**config.mk**
```make
export PLATFORM = sky130hd
export DESIGN_NAME = fetch_cycle
export DESIGN_NICKNAME = d
export VERILOG_FILES = /design/src/rtl/fetch_cycle.sv
export SDC_FILE = /design/constraint.sdc
export NUM_CORES = 1
export LEC_CHECK = 0
export CAP_MARGIN = 30
export CORE_MARGIN = 3
export CORE_UTILIZATION = 50
export CTS_BUF_LIST = sky130_fd_sc_hd__clkbuf_8
export CTS_CLUSTER_DIAMETER = 40
export CTS_CLUSTER_SIZE = 24
export DETAILED_ROUTE_END_ITERATION = 10
export DONT_BUFFER_PORTS = 1
export GPL_ROUTABILITY_DRIVEN = 0
export PLACE_DENSITY = 0.62
export SLEW_MARGIN = 10
export SYNTH_ARGS = -nofsm -noshare
export SYNTH_HDL_FRONTEND = slang
export SYNTH_SLANG_ARGS = --single-unit
```
**constraint.sdc**
```tcl
create_clock -name clk -period 17.4 [get_ports clk]
set_input_delay 3.48 -clock clk [delete_from_list [all_inputs] [get_ports clk]]
set_output_delay 3.48 -clock clk [all_outputs]
set_load 0.005 [all_outputs]
```
**src/rtl/fetch_cycle.sv**
```systemverilog
// fetch_cycle: IF stage with IF/ID pipeline register for a single-issue core.
// Drives one outstanding instruction-memory request at a time through a
// REQ / WAIT / HOLD state machine. A skid register holds a response that
// arrives while decode is stalled. A flush redirects PCF and squashes IF/ID.
// A flush during an outstanding request sets a kill flag, so the stale
// response is dropped when it arrives.
// Optional feature: define FETCH_PERF_EN to add the FetchCount and StallCount
// performance counters.

module fetch_cycle #(
  parameter logic [31:0] RESET_PC  = 32'h0000_0000,
  parameter logic [31:0] NOP_INSTR = 32'h0000_0013
) (
  input  logic        clk,
  input  logic        reset,
  input  logic        StallD,
  input  logic        FlushD,
  input  logic [31:0] PCTargetE,
  output logic        ImemReq,
  output logic [31:0] ImemAddr,
  input  logic        ImemReady,
  input  logic        ImemValid,
  input  logic [31:0] ImemRData,
  output logic [31:0] InstrD,
  output logic [31:0] PCD,
  output logic [31:0] PCPlus4D,
  output logic        ValidD
`ifdef FETCH_PERF_EN
  ,
  output logic [31:0] FetchCount,
  output logic [31:0] StallCount
`endif
);

  typedef enum logic [1:0] {StReq, StWait, StHold} state_e;

  state_e      state_q, state_d;
  logic [31:0] pcf_q, pcf_d;
  logic [31:0] req_addr_q, req_addr_d;
  logic [31:0] skid_q, skid_d;
  logic        kill_q, kill_d;

  logic [31:0] ifid_instr_q, ifid_instr_d;
  logic [31:0] ifid_pc_q, ifid_pc_d;
  logic [31:0] ifid_pc4_q, ifid_pc4_d;
  logic        ifid_valid_q, ifid_valid_d;

  logic        load;
  logic [31:0] load_word;
  logic [31:0] flush_pc;

  // Redirect targets are forced word-aligned.
  assign flush_pc = PCTargetE & 32'hFFFF_FFFC;

  // Keep the request line low while reset is held.
  assign ImemReq  = (state_q == StReq) && !reset;
  assign ImemAddr = pcf_q;
  assign InstrD   = ifid_instr_q;
  assign PCD      = ifid_pc_q;
  assign PCPlus4D = ifid_pc4_q;
  assign ValidD   = ifid_valid_q;

  // Fetch FSM next state, PC update, kill flag and skid capture.
  always_comb begin
    state_d    = state_q;
    pcf_d      = pcf_q;
    req_addr_d = req_addr_q;
    skid_d     = skid_q;
    kill_d     = kill_q;
    load       = 1'b0;
    load_word  = skid_q;

    case (state_q)
      StReq: begin
        if (ImemReady) begin
          state_d    = StWait;
          req_addr_d = pcf_q;
          // A request accepted in the same cycle as a flush is already stale.
          kill_d     = FlushD;
        end
      end
      StWait: begin
        if (ImemValid) begin
          if (kill_q || FlushD) begin
            state_d = StReq;
            kill_d  = 1'b0;
          end else if (!StallD) begin
            load      = 1'b1;
            load_word = ImemRData;
            pcf_d     = pcf_q + 32'd4;
            state_d   = StReq;
          end else begin
            skid_d  = ImemRData;
            state_d = StHold;
          end
        end else if (FlushD) begin
          kill_d = 1'b1;
        end
      end
      StHold: begin
        if (FlushD) begin
          state_d = StReq;
        end else if (!StallD) begin
          load      = 1'b1;
          load_word = skid_q;
          pcf_d     = pcf_q + 32'd4;
          state_d   = StReq;
        end
      end
      default: state_d = StReq;
    endcase

    if (FlushD) pcf_d = flush_pc;
  end

  // IF/ID next state: flush beats stall; a stall holds; otherwise load or bubble.
  always_comb begin
    ifid_instr_d = ifid_instr_q;
    ifid_pc_d    = ifid_pc_q;
    ifid_pc4_d   = ifid_pc4_q;
    ifid_valid_d = ifid_valid_q;
    if (FlushD) begin
      ifid_instr_d = NOP_INSTR;
      ifid_valid_d = 1'b0;
    end else if (load) begin
      ifid_instr_d = load_word;
      ifid_pc_d    = req_addr_q;
      ifid_pc4_d   = req_addr_q + 32'd4;
      ifid_valid_d = 1'b1;
    end else if (!StallD) begin
      ifid_instr_d = NOP_INSTR;
      ifid_valid_d = 1'b0;
    end
  end

  // Fetch control state registers.
  always_ff @(posedge clk or posedge reset) begin
    if (reset) begin
      state_q    <= StReq;
      pcf_q      <= RESET_PC;
      req_addr_q <= 32'd0;
      skid_q     <= 32'd0;
      kill_q     <= 1'b0;
    end else begin
      state_q    <= state_d;
      pcf_q      <= pcf_d;
      req_addr_q <= req_addr_d;
      skid_q     <= skid_d;
      kill_q     <= kill_d;
    end
  end

  // IF/ID pipeline registers.
  always_ff @(posedge clk or posedge reset) begin
    if (reset) begin
      ifid_instr_q <= NOP_INSTR;
      ifid_pc_q    <= 32'd0;
      ifid_pc4_q   <= 32'd0;
      ifid_valid_q <= 1'b0;
    end else begin
      ifid_instr_q <= ifid_instr_d;
      ifid_pc_q    <= ifid_pc_d;
      ifid_pc4_q   <= ifid_pc4_d;
      ifid_valid_q <= ifid_valid_d;
    end
  end

`ifdef FETCH_PERF_EN
  logic [31:0] fetch_count_q, stall_count_q;

  assign FetchCount = fetch_count_q;
  assign StallCount = stall_count_q;

  // Performance counters: IF/ID loads and decode-stall cycles, wrapping.
  always_ff @(posedge clk or posedge reset) begin
    if (reset) begin
      fetch_count_q <= 32'd0;
      stall_count_q <= 32'd0;
    end else begin
      if (load)   fetch_count_q <= fetch_count_q + 32'd1;
      if (StallD) stall_count_q <= stall_count_q + 32'd1;
    end
  end
`endif

endmodule

```
==> key figures, run 1 <==
Global route
  • Largest net degree at the start of global routing: about 140
  • Gr busiest metal: met2
  • Initial antenna violation count: 0
  • Global-route wire length before repair: 32.6 mm
  • Congestion Overflow GR: 0
  • Total global-route track usage: 0.220
  • Number of global-route vias before repair: 6110
  • Met2 GRT Util: 0.326
  • Met3 Usage GRT: 0.0653
  • Met1 Track Usage GR: 0.308

Die
  • Die extent in x: approximately 140 microns
  • DIE AREA: between 15000 and 20000 sq um
  • Die Span Y: around 140 microns
  • Num ports: 200
  • Cell Rows: 47
  • Starting Density: 0.518
  • CORE AREA: between 15000 and 20000 sq um

Power and ir drop
  • PwrDens: about 150 nW/um^2
  • Leak: 4.09 nW
  • VDD IR-drop max: between 0.00007 and 0.00008 V

Hold path
  • Worst Hold Class: reg2reg
  • Hold Crit Endpoint: PCD[26]
  • Hold path start: PCD[26]
  • Hold Crit Depth: 2

Clock network
  • CTS tree: done
  • Clk sinks: about 190
  • Clock Tree Buf Depth: 2
  • Clock root cell: clkbuf_8
  • CTS buffer count: 17
  • Post-CTS sizing: 0
  • Max H-tree Level: 4
  • Post-CTS setup buffers: 0
  • Clk_lat worst skew: about 460 ps
  • # hold bufs at CTS: 0
  • Reg clk slew, reported paths: 90 ps

Logic synthesis
  • FFs w/ async S/R, synth: 1.00
  • Synth top area cells: dfrtp_1 (53%), mux2_2 (7.9%), nand2_1 (7.2%), mux2i_1 (3.8%), o21ai_0 (3.6%)
  • Synth top area share: 0.532
  • EDFF count, synth: 0
  • Synth warnings: 0
  • Post-Synthesis Cells: around 850
  • Ys flop type: dfrtp_1
  • Register bit total from synthesis: around 190
  • Unique cell type count in the Yosys netlist: 47
  • Seq/Total Area, Yosys: 0.541
  • Post-Syn Area: between 8000 and 9000 sq um
  • Syn_area_per_cell: 10.3 sq um
  • Synth area leader: dfrtp_1

Timing
  • Max-slew violation count: 0
  • Minimum clock period after layout: between 7000 and 8000 ps
  • Fin. Hold Viols: 0
  • Crit share post-route: 0.408
  • Max Clk Rate: between 100 and 150 MHz
  • Clock Skews: 18.5 ps
  • Final setup viols: 0
  • Setup TNS: 0 ps
  • Unrepaired setup endpoints after global routing: no
  • Least-Margin Pin Slew: approximately 810 ps
  • Final WS setup: just over 10000 ps
  • Rel. slew slack: 0.462

Cells and area
  • Fillers: about 1500
  • # diodes: 0
  • Most frequent cells in the layout: dfrtp_1 (185), nand2_1 (168), o21ai_0 (62), mux2_2 (61), nor2_1 (40)
  • Most common cell after layout, fill and taps aside: dfrtp_1
  • P&R area growth vs syn: 6.94%
  • Final #Nets: roughly 900
  • Layout cell share with drive strength beyond 1: 0.135

Placed design
  • Placed wire-length estimate: 14.6 mm
  • Post-placement setup slack: 10300 ps
  • IO Port Bufs: 0

Detailed routing
  • Drt initial violations: around 360
  • Drt total wl: around 21 mm
  • Drt wl/cell: between 15 and 20 microns
  • Vias post-DR: about 6300
  • Vias/cell: 5.97
  • Drc violations: 0
  • First-pass iteration count of the detailed router: 5
  • Post-DRT Antenna Nets: 0

Outcome
  • Outcome: finished, final reports clean

Worst setup path
  • Max incr delay on CP: about 130 ps
  • Worst EP arrival: between 3000 and 4000 ps
  • Critical path's slowest cell: nor2b_1
  • Critical path class: in2out
  • Reg2reg end: ImemAddr[31]
  • Data required time of the critical path: between 10000 and 15000 ps
  • Cell Chain, Critical Path: nor2b_1
  • Critical path peak fanout: 2
  • Setup crit end kind: output pin
  • Cell family with most CP delay: simple AND/OR/NAND/NOR gates
  • Type of origin of the critical path: input pin
  • Reg2reg start: state_q[1]
  • Register-to-register setup slack: approximately 14000 ps
  • FF-to-FF path depth: 6
  • Buffers & Inverters on Critical Path: 0

Job
  • Max-Cap Viols: 0
[flip-flops by register name (all words and copies together), names as in the netlist]
signal / flops
ImemAddr: 30
InstrD: 32
PCD: 30
PCPlus4D: 30
ValidD: 1
kill_q: 1
req_addr_q: 30
skid_q: 32
state_q: 2
[metal layers]
| metal | vias to the layer above | wire [microns] |
|---|---|---|
| li1 | 2972 | - |
| met3 | 25 | 1660 |
| met1 | 3085 | 9340 |
| met4 | 0 | 285 |
| met5 | - | 0 |
| met2 | 212 | 9480 |
[kinds of logic after synthesis]
logic type      share of synthesized area
flops                               0.541
fa+ha+maj                         0.00862
mux                                 0.117
buf+inv                            0.0356
compound gates                      0.105
other cells                      0.000431
simple gates                        0.176
xor+xnor                           0.0171
[worst max path at each step]
| stage | startpoint | end | slack (ps) | depth (start not counted) |
|---|---|---|---|---|
| after CTS | reset | ImemReq | 10290 | 1 |
| after detailed placement | reset | ImemReq | 10300 | 1 |
| after global routing | reset | ImemReq | 10290 | 1 |
| after floorplan | reset | ImemAddr[10] | 8810 | 1 |
| after global placement | reset | ImemReq | 10300 | 1 |
| final | reset | ImemReq | 10310 | 1 |
[report_power, final]
part / total [mW] / switching, mW / internal, mW
sequential: 0.749 / 0.165 / 0.584
clock: 0.303 / 0.157 / 0.146
combinational: 0.301 / 0.146 / 0.155
[synth_stat cells (7+ instances only)]
cell type	instances
dfrtp_1	185
clkbuf_1	40
mux2_2	61
a31oi_1	35
o31ai_1	27
xor2_1	10
inv_1	13
a21oi_1	7
nand2_1	168
mux2i_1	33
or4_1	34
nand3_1	21
and3_1	7
o21ai_0	62
nand4_1	17
xnor2_1	7
buf_2	7
nor2_1	41
or3_1	11
[worst reg2reg max path: cells and delay by family, from the launching register on]
family / cells / cell delay (ps)
flops: 1 / 420
simple gates: 2 / 1080
compound gates: 2 / 1060
buf+inv: 1 / 110
fa+ha+maj: 1 / 290
[layout make-up]
type | instances | area [sq um] | share of cell area
Clock inverter | 14 | 170 | 0.0183
Inverter | 13 | 56.3 | 0.00605
Timing Repair Buffer | 9 | 128 | 0.0137
Clock buffer | 18 | 248 | 0.0266
Multi-Input combinational cell | 592 | 3730 | 0.400
Tap cell | 220 | 275 | 0.0296
Sequential cell | 188 | 4710 | 0.506
[stage by stage]
step                      instances  total power, mW  hold WS [ps]  cell area (sq um)  utilization
after floorplan                 852            0.952           469               8730            -
after global placement         1018             1.04           490               8800        0.523
after detailed placement       1020             1.06           496               8850        0.526
after CTS                      1052             1.36           517               9260        0.551
after global routing           1054             1.45           523               9310        0.554
final                          1054             1.35           512               9310        0.554
No activity file was read; power rests on OpenSTA's default activity.
==> run 2, diff against run 1 <==
--- a/config.mk
+++ b/config.mk
@@ -14,7 +14,7 @@
 export DETAILED_ROUTE_END_ITERATION = 10
 export DONT_BUFFER_PORTS = 1
 export GPL_ROUTABILITY_DRIVEN = 0
-export PLACE_DENSITY = 0.62
+export PLACE_DENSITY = 0.65
 export SLEW_MARGIN = 10
 export SYNTH_ARGS = -nofsm -noshare
 export SYNTH_HDL_FRONTEND = slang
==> constraint.sdc (replaced) <==
create_clock -name clk -period 6.3 [get_ports clk]
set_input_delay 1.26 -clock clk [delete_from_list [all_inputs] [get_ports clk]]
set_output_delay 1.26 -clock clk [all_outputs]
set_load 0.005 [all_outputs]
==> key figures, run 2 (synthesis gave the netlist of run 1 again) <==
Timing
  • Setup TNS: 0 ps
  • Minimum clock period after layout: about 2900 ps
  • Final WS setup: 3440 ps
  • Max Clk Rate: between 300 and 400 MHz
  • Clock Skews: roughly 18 ps
  • Final setup viols: 0
  • Crit share post-route: 0.453
  • Max-slew violation count: 0
  • Fin. Hold Viols: 0
  • Least-Margin Pin Slew: between 900 and 1000 ps
  • Unrepaired setup endpoints after global routing: no
  • Rel. slew slack: 0.345

Clock network
  • Post-CTS sizing: 0
  • # hold bufs at CTS: 0
  • Clk_lat worst skew: approximately 460 ps
  • Clk sinks: around 190
  • Max H-tree Level: 4
  • Reg clk slew, reported paths: 90 ps
  • Post-CTS setup buffers: 0
  • CTS tree: done
  • Clock root cell: clkbuf_8
  • Clock Tree Buf Depth: 2
  • CTS buffer count: 17

Global route
  • Global-route wire length before repair: 32.3 mm
  • Total global-route track usage: 0.215
  • Congestion Overflow GR: 0
  • Largest net degree at the start of global routing: approximately 190
  • Initial antenna violation count: 0
  • Number of global-route vias before repair: 6062

Worst setup path
  • Max incr delay on CP: 800 ps
  • Critical path's slowest cell: a2111o_1
  • Worst EP arrival: approximately 3200 ps
  • Critical path class: reg2reg
  • Cell Chain, Critical Path: inv_1 -> ha_1 -> nand3b_1 -> a2111o_1 -> or4_1 -> a31oi_1
  • Buffers & Inverters on Critical Path: 1
  • Type of origin of the critical path: flip-flop
  • Cell family with most CP delay: simple AND/OR/NAND/NOR gates
  • Data required time of the critical path: 6670 ps
  • Setup crit end kind: flip-flop
  • Critical path peak fanout: 25

Power and ir drop
  • Switch share: 0.348
  • PwrDens: around 400 nW/um^2
  • Sequential share of power: 0.564
  • Clock Power Share: 0.209
  • P_int: around 2.4 mW
  • Leak: 4.07 nW
  • Comb power frac: 0.227
  • VDD IR-drop max: 0.000179 V
  • Sw Pwr: 1.27 mW

Hold path
  • Worst Hold Class: reg2reg

Detailed routing
  • Drt total wl: 20.3 mm
  • Post-DRT Antenna Nets: 0
  • Vias/cell: ~5.9
  • First-pass iteration count of the detailed router: 6
  • Vias post-DR: between 6000 and 7000
  • Drc violations: 0
  • Drt initial violations: between 500 and 600
  • Drt wl/cell: roughly 19 microns

Die
  • CORE AREA: roughly 17000 sq um
  • Starting Density: 0.518
  • Num ports: 200
  • Die Span Y: ~140 microns
  • Die extent in x: 138 microns
  • DIE AREA: 19000 sq um
  • Cell Rows: 47

Cells and area
  • Most common cell after layout, fill and taps aside: dfrtp_1
  • Final #Nets: about 900
  • Fillers: between 1000 and 1500
  • Most frequent cells in the layout: dfrtp_1 (185), nand2_1 (168), o21ai_0 (62), mux2_2 (61), nor2_1 (40)
  • P&R area growth vs syn: 6.21%
  • # diodes: 0
  • Multi-input gate area: 3730 sq um
  • Layout cell share with drive strength beyond 1: 0.131
  • Reg area: 4710 sq um

Outcome
  • Outcome: finished, final reports clean

Job
  • Max-Cap Viols: 0

Placed design
  • Placed wire-length estimate: around 15 mm
  • IO Port Bufs: 0
  • Post-placement setup slack: 3010 ps
run 2: final timing paths:
check / slack [ps] / cells past startpoint / from / endpoint
max in group asynchronous: 4620 / 2 / reset / PCPlus4D[23]
setup / recovery: 3440 / 6 / state_q[1] / ImemAddr[27]
setup reg to reg: 3440 / 6 / state_q[1] / ImemAddr[27]
min in group asynchronous: 950 / 2 / reset / kill_q
hold / removal: 510 / 1 / skid_q[18] / skid_q[18]
hold reg to reg: 510 / 1 / skid_q[18] / skid_q[18]
run 2: cell type report:
cell class | count | share of cell area
Clock inverter | 15 | 0.0150
Timing Repair Buffer | 8 | 0.0122
Clock buffer | 17 | 0.0253
Multi-Input combinational cell | 592 | 0.403
Inverter | 13 | 0.00568
Tap cell | 220 | 0.0298
Sequential cell | 188 | 0.509
run 2: metrics by stage:
| step | area, sq um | hold slack [ps] | util | power, mW | std cells |
|---|---|---|---|---|---|
| detailed placement | 8850 | 496 | 0.526 | 2.94 | 1020 |
| CTS | 9230 | 517 | 0.549 | 3.70 | 1052 |
| global route | 9250 | 530 | 0.550 | 3.94 | 1053 |
| global placement | 8810 | 489 | 0.524 | 2.86 | 1018 |
| finish | 9250 | 512 | 0.550 | 3.66 | 1053 |
| floorplan | 8730 | 469 | - | 2.63 | 852 |
run 2: per-layer routing:
layer | GRT usage | part of all wire
met5 | 0 | 0
met4 | 0.0609 | 0.017
met3 | 0.0718 | 0.079
met2 | 0.326 | 0.46
met1 | 0.298 | 0.44
run 2: power groups by stage:
stage / combinational [mW] / sequential [mW] / clock, mW
CTS: 0.839 / 2.07 / 0.786
global route: 0.957 / 2.14 / 0.841
finish: 0.832 / 2.07 / 0.767
global placement: 0.791 / 2.07 / 0
detailed placement: 0.836 / 2.10 / 0
floorplan: 0.724 / 1.91 / 0
==> run 3, diff against run 2 <==
--- a/config.mk
+++ b/config.mk
@@ -14,7 +14,7 @@
 export DETAILED_ROUTE_END_ITERATION = 10
 export DONT_BUFFER_PORTS = 1
 export GPL_ROUTABILITY_DRIVEN = 0
-export PLACE_DENSITY = 0.65
+export PLACE_DENSITY = 0.62
 export SLEW_MARGIN = 10
 export SYNTH_ARGS = -nofsm -noshare
 export SYNTH_HDL_FRONTEND = slang
==> constraint.sdc (replaced) <==
create_clock -name clk -period 2.9 [get_ports clk]
set_input_delay 0.58 -clock clk [delete_from_list [all_inputs] [get_ports clk]]
set_output_delay 0.58 -clock clk [all_outputs]
set_load 0.005 [all_outputs]
==> key figures, run 3 (synthesis gave the netlist of run 1 again) <==
Outcome
  • Outcome: finished, final reports clean

Cells and area
  • Final #Nets: 902
  • Reg area: approximately 4700 sq um
  • P&R area growth vs syn: 7.75%
  • Most frequent cells in the layout: dfrtp_1 (185), nand2_1 (168), o21ai_0 (62), mux2_2 (61), nor2_1 (40)
  • Finished Cell Area: approximately 9400 sq um
  • # diodes: 0
  • Layout cell share with drive strength beyond 1: 0.143
  • Multi-input gate area: roughly 3700 sq um
  • Most common cell after layout, fill and taps aside: dfrtp_1
  • Fillers: about 1500

Power and ir drop
  • Leak: ~4.1 nW
  • PwrDens: between 800 and 900 nW/um^2
  • VDD IR-drop max: 0.000332 V

Clock network
  • Clk_lat worst skew: 470 ps
  • CTS buffer count: 17
  • Clock root cell: clkbuf_8
  • # hold bufs at CTS: 0
  • Post-CTS sizing: 0
  • Post-CTS setup buffers: 0
  • Clock Tree Buf Depth: 2
  • CTS tree: done
  • Reg clk slew, reported paths: ~100 ps
  • Max H-tree Level: 4
  • Clk sinks: approximately 190

Worst setup path
  • FF-to-FF path depth: 6
  • Reg2reg start: state_q[1]
  • Critical path peak fanout: 25
  • Worst EP arrival: about 3000 ps
  • Critical path class: reg2reg
  • Data required time of the critical path: 3280 ps
  • Reg2reg end: ImemAddr[17]
  • Setup crit end kind: flip-flop
  • Type of origin of the critical path: flip-flop
  • Register-to-register setup slack: roughly 330 ps

Die
  • Die extent in x: approximately 140 microns
  • Num ports: 200
  • Die Span Y: 138 microns
  • CORE AREA: about 17000 sq um
  • Cell Rows: between 40 and 50
  • Starting Density: 0.518
  • DIE AREA: 19000 sq um

Timing
  • Clock Skews: 12.7 ps
  • Final setup viols: 0
  • Minimum clock period after layout: ~2600 ps
  • Least-Margin Pin Slew: about 760 ps
  • Final WS setup: ~330 ps
  • Crit share post-route: 0.885
  • Unrepaired setup endpoints after global routing: no
  • Rel. slew slack: 0.493
  • Fin. Hold Viols: 0
  • Setup TNS: 0 ps
  • Max Clk Rate: between 300 and 400 MHz
  • Max-slew violation count: 0

Placed design
  • Post-placement setup slack: about 380 ps
  • Placed inst area: between 8000 and 9000 sq um
  • IO Port Bufs: 0
  • Placed wire-length estimate: 15.1 mm

Hold path
  • Worst Hold Class: in2async

Global route
  • Largest net degree at the start of global routing: 63
  • Congestion Overflow GR: 0
  • Global-route wire length before repair: roughly 33 mm
  • Number of global-route vias before repair: between 6000 and 7000
  • Total global-route track usage: 0.221
  • Initial antenna violation count: 0

Job
  • Max-Cap Viols: 0

Detailed routing
  • Drt initial violations: slightly above 400
  • First-pass iteration count of the detailed router: 5
  • Vias post-DR: about 6400
  • Vias/cell: 6.02
  • Drt wl/cell: roughly 20 microns
  • Post-DRT Antenna Nets: 0
  • Drt total wl: between 20 and 25 mm
  • Drc violations: 0
==> run 3: changes by cell type in the layout (fill, tap and decap cells not counted) <==
cell       previous run  this run
bufinv_16             2         4
inv_8                 0         1
clkbuf_8             17        18
inv_6                 3         5
buf_12                2         5
inv_1                17        12
buf_4                 4         9
buf_8                 1         0
buf_16                1         0
clkinv_2              2         1
==> run 3: report_power, final <==
| group | internal, mW | leakage [nW] | switching (mW) |
|---|---|---|---|
| Clock | 0.981 | 0.223 | 0.978 |
| Combinational | 0.940 | 1.57 | 0.890 |
| Sequential | 3.51 | 2.32 | 0.990 |
==> run 3: metal layers <==
layer	global-route usage	vias up	wire, microns
li1	-	2982	-
met1	0.304	3135	9080
met2	0.334	220	9580
met3	0.0628	33	1820
met4	0.0818	0	463
met5	0	-	0
==> run 3: worst max path at each step <==
| stage | start | to | slack [ps] | cells past startpoint |
|---|---|---|---|---|
| floorplan | reset | ImemAddr[10] | -100 | 1 |
| global placement | state_q[1] | ImemAddr[27] | 490 | 6 |
| detailed placement | state_q[1] | ImemAddr[17] | 380 | 6 |
| CTS | state_q[1] | ImemAddr[17] | 330 | 6 |
| global route | state_q[1] | ImemAddr[27] | 200 | 6 |
| finish | state_q[1] | ImemAddr[17] | 330 | 6 |
==> run 3: layout make-up <==
type | count | share of cell area
Sequential cell | 188 | 0.502
Multi-Input combinational cell | 592 | 0.397
Tap cell | 220 | 0.0293
Clock buffer | 18 | 0.0264
Clock inverter | 14 | 0.0217
Timing Repair Buffer | 14 | 0.0179
Inverter | 13 | 0.00560
==> run 3: worst max-delay path: stages, from the launching register on <==
cell and delay, ps:
dfrtp_1 380, inv_1 80, ha_1 250, nand2b_4 200, a2111o_1 740, or4_1 620
a31oi_1 200
==> run 3: per-stage QoR <==
stage | util | total power [mW] | instances | hold slack [ps]
floorplan | - | 5.71 | 852 | 469
global placement | 0.531 | 6.25 | 1027 | 489
detailed placement | 0.531 | 6.41 | 1027 | 496
CTS | 0.558 | 8.38 | 1059 | 67.8
global route | 0.558 | 8.85 | 1059 | 103
finish | 0.558 | 8.29 | 1059 | 95.3
